`src/rtl/stream_demux_n.sv`:
```
// Registered 1:N stream demux with one-entry slot per channel; beat visible on out_valid one cycle after acceptance.
// Backpressure: in_ready reflects only the selected channel's slot (out_ready -> in_ready comb path); STREAM_DEMUX_SELERR_EN enables sel_err.
module stream_demux_n #(
  parameter int N  = 4,
  parameter int DW = 8,
  localparam int SW = $clog2(N)
) (
  input  logic            clk,
  input  logic            rst,
  input  logic            in_valid,
  output logic            in_ready,
  input  logic [SW-1:0]   in_sel,
  input  logic [DW-1:0]   in_data,
  output logic [N-1:0]    out_valid,
  input  logic [N-1:0]    out_ready,
  output logic [N*DW-1:0] out_data,
  output logic            sel_err
);

  localparam logic [SW:0] NUM_CH = (SW+1)'(N);

  logic [N-1:0]         v;
  logic [N-1:0][DW-1:0] d;
  logic [N-1:0]         sel_hit;
  logic [N-1:0]         load;
  logic                 in_range;
  logic                 accept;

  always_comb begin
    sel_hit = '0;
    for (int k = 0; k < N; k++) begin
      sel_hit[k] = (in_sel == SW'(k));
    end
  end

  // Out-of-range selects are always accepted so a bad beat can never wedge the producer.
  always_comb begin
    in_range = ({1'b0, in_sel} < NUM_CH);
    in_ready = in_range ? |(sel_hit & (~v | out_ready)) : 1'b1;
    accept   = in_valid & in_ready;
    load     = sel_hit & {N{accept}};
  end

  // A load wins over a drain on the same channel, giving one beat per cycle per channel.
  always_ff @(posedge clk or posedge rst) begin
    if (rst) begin
      v <= '0;
      d <= '0;
    end else begin
      for (int k = 0; k < N; k++) begin
        if (load[k]) begin
          v[k] <= 1'b1;
          d[k] <= in_data;
        end else if (out_ready[k]) begin
          v[k] <= 1'b0;
        end
      end
    end
  end

  assign out_valid = v;
  assign out_data  = d;

`ifdef STREAM_DEMUX_SELERR_EN
  logic sel_err_q;

  always_ff @(posedge clk or posedge rst) begin
    if (rst) begin
      sel_err_q <= 1'b0;
    end else begin
      sel_err_q <= accept & ~in_range;
    end
  end

  assign sel_err = sel_err_q;
`else
  assign sel_err = 1'b0;
`endif

endmodule

```
`config.mk`:
```
export PLATFORM = sky130hd
export DESIGN_NAME = stream_demux_n
export DESIGN_NICKNAME = d
export VERILOG_FILES = /design/src/rtl/stream_demux_n.sv
export SDC_FILE = /design/constraint.sdc
export NUM_CORES = 1
export LEC_CHECK = 0
export BUFFER_PORTS_ARGS = -buffer_cell sky130_fd_sc_hd__buf_4
export CORE_MARGIN = 2
export CORE_UTILIZATION = 51
export DETAILED_ROUTE_END_ITERATION = 12
export HOLD_SLACK_MARGIN = 0.05
export PLACE_DENSITY = 0.85
export SLEW_MARGIN = 10
export SYNTH_ARGS = -nofsm -noshare
export SYNTH_HDL_FRONTEND = slang
export SYNTH_SLANG_ARGS = --single-unit
```
`constraint.sdc`:
```
create_clock -name clk -period 3.65 [get_ports clk]
set_input_delay 0.73 -clock clk [delete_from_list [all_inputs] [get_ports clk]]
set_output_delay 0.73 -clock clk [all_outputs]
set_load 0.01 [all_outputs]
```
==> qor.csv <==
stage,metric,value,unit
sta,worstMarginPinSlew,0.816,ns
yosys,syn_avg_cell_area,15.6,um2
detailed_routing,ant_nets,0,
clock_tree,cts_root_buffer,clkbuf_4,
clock_tree,postCtsHoldBufs,0,
yosys,yosysSeqAreaShare,63.6,%
sta,tns,0,ns
die,initial_core_util,52.7,%
sta,min_period,2.37,ns
final_layout,register_area,901,um2
critical_path,arrival,1.64,ns
pwr,p_leak,0.916,nW
yosys,yosys_warnings,0,
critical_path,critical_path.top_delay_family,multiplexers,
sta,skew,0.0139,ns
critical_path,crit_path_end_kind,output port,
critical_path,critPathSlowestCell,mux4_2,
clock_tree,clkTransAtPathRegs,0.11,ns
final_layout,fillers,189,
die,io_pins,55,
detailed_routing,num_vias,951,
yosys,syn_nets,108,
sta,setup_viol,0,
sta,hold_viol,0,
critical_path,crit_type,input pin to output port,
run,cap_violations,0,
pwr,p_per_area,538,nW/um2
detailed_routing,wl_per_cell,15.4,um
critical_path,worstPathCellList,buf_4 > nand2b_1 > mux4_2 > buf_4,
clock_tree,numClockSinks,36,
critical_path,crit_buf_inv,2,
final_layout,areaGrowthSynthToFinish,34.2,%
clock_tree,ctsResizeCount,0,
detailed_routing,wirelength,2780,um
yosys,synth_seq_cells,36,
critical_path,max_stage_delay,0.48,ns
placed_design,dpl_worst_slack,1.28,ns
placed_design,hpwl,1990,um
detailed_routing,drcViolationCount,0,
placed_design,portBuffers,53,
status,status,"finished, final reports clean",
global_route,grt_remaining_overflow,0,
sta,report.final.slew_viol_count,0,
final_layout,fin_cells,180,
die,die-area,3210,um2
critical_path,worst_path_most_repeated_cell,buf_4,
die,die_y,56.7,um
detailed_routing,drt_iter0_markers,10,
die,die_x,56.7,um
clock_tree,htree_levels,2,
final_layout,antenna_cells,0,
clock_tree,worstSkewPairLatency,0.34,ns
yosys,synthCells,91,
final_layout,nNetsFinal,165,
global_route,grt_first_pass_wirelength,4490,um
sta,layout_setup_ws,1.28,ns
final_layout,multi_input_area,489,um2
critical_path,crit_fanout,3,
yosys,syn_area,1420,um2
clock_tree,cts_tree,yes,
final_layout,drive_above_1_share,64.4,%
sta,slew_headroom,45.5,%
pwr,ir_worst_vdd,465,uV
global_route,grt_pass1_vias,941,
critical_path,required,2.92,ns
yosys,synth.distinct_cells,15,
global_route,antenna_found_initial,0,
sta,period_share,64.9,%
sta,rsz0062_at_grt,no,
placed_design,place.gp.congestion,0.797,
clock_tree,cts_setup_buffers,0,
clock_tree,cts_made_buffers,5,
detailed_routing,first_pass_iters,4,
pwr,finalPower,1.02,mW
die,rows,19,
global_route,grt.total_usage,19.2,%
final_layout,final_util,70.7,%
worst_hold_path,hold_path.class,input pin to asynchronous set/reset pin,
placed_design,dp.cells,172,
die,core_area,2690,um2
detailed_routing,viasPerCell,5.28,
clock_tree,clk_path_buf_depth,2,
global_route,grt_max_degree,37,
sta,fmaxAchievable,422,MHz
critical_path,startpoint_type,input pin,
area by class of cell:
| class | instances | share of cell area (%) |
|---|---|---|
| clock inverters | 1 | 0.395 |
| multi-input cells | 50 | 25.7 |
| clock buffers | 7 | 2.90 |
| flip-flops and latches | 36 | 47.4 |
| repair buffers | 54 | 21.3 |
| inverters | 1 | 0.197 |
| well taps | 31 | 2.04 |
metal layers:
layer / track usage, % / part of all wire (%) / vias up
li1: - / - / 432
met1: 22.1 / 40 / 479
met2: 31.9 / 52 / 35
met3: 5.30 / 5.7 / 5
met4: 11.2 / 1.9 / 0
met5: 0 / 0 / -
state kept, by name, indices dropped and copies added, names as in the netlist:
| signal | cells |
|---|---|
| out_data | 32 |
| out_valid | 4 |
through the flow:
step	hold WS (ns)	cell area, um2
floorplan	0.540	1420
global route	0.531	1900
detailed placement	0.494	1840
CTS	0.486	1900
finish	0.484	1900
global placement	0.489	1840
layout by cell type, fill, tap and decap left out:
master	count
and3_1	1
buf_4	54
clkbuf_1	1
clkbuf_4	5
clkbuf_8	1
clkinvlp_4	1
conb_1	1
dfrtp_1	36
inv_1	1
mux2_2	32
mux4_2	1
nand2_1	5
nand2b_1	4
nand3_1	1
nand3b_2	1
nor2b_1	2
nor3b_4	1
o21ai_0	1
worst reg2reg max path, stage by stage, from the launching register on:
cell and delay, ns:
dfrtp_1 0.39, nand2b_1 0.13, nor2b_1 0.68, mux2_2 0.41
logic make-up (layout without fill, tap and decap cells):
group	after synthesis	count (layout)	synth area share, %
flip-flops	36	36	63.6
multiplexers	33	33	27.0
AND/OR/NAND/NOR	15	15	6.89
buffers and inverters	5	63	1.85
other	1	1	0.265
AO/OA/AOI/OAI	1	1	0.353
power by group:
| group | total, mW | switching, mW | leakage (nW) | internal [mW] |
|---|---|---|---|---|
| clock network | 0.224 | 0.130 | 0.0315 | 0.0944 |
| registers | 0.516 | 0.0393 | 0.431 | 0.476 |
| logic | 0.282 | 0.113 | 0.453 | 0.169 |
| total | 1.02 | 0.282 | 0.916 | 0.740 |
final timing paths:
kind / start / end / slack, ns / cells after the start
min reg2reg: out_data[25] / out_data[25] / 0.52 / 1
min in group clk: out_data[25] / out_data[25] / 0.52 / 1
max in group asynchronous: rst / out_data[24] / 2.85 / 3
min: rst / out_data[14] / 0.48 / 3
max: out_ready[3] / in_ready / 1.28 / 4
max reg2reg: out_valid[3] / out_data[24] / 1.94 / 3
Yosys cell counts:
master / n / share of area (%)
inv_1: 1 / 0.26
nor3b_4: 1 / 1.3
dfrtp_1: 36 / 64
nand2b_1: 4 / 1.8
buf_4: 1 / 0.53
o21ai_0: 1 / 0.35
mux2_2: 32 / 25
nand3_1: 1 / 0.35
conb_1: 1 / 0.26
nand3b_2: 1 / 0.79
nand2_1: 5 / 1.3
mux4_2: 1 / 1.6
and3_1: 1 / 0.44
nor2b_1: 2 / 0.88
buf_2: 3 / 1.1
(Power assumes the default switching activity.)
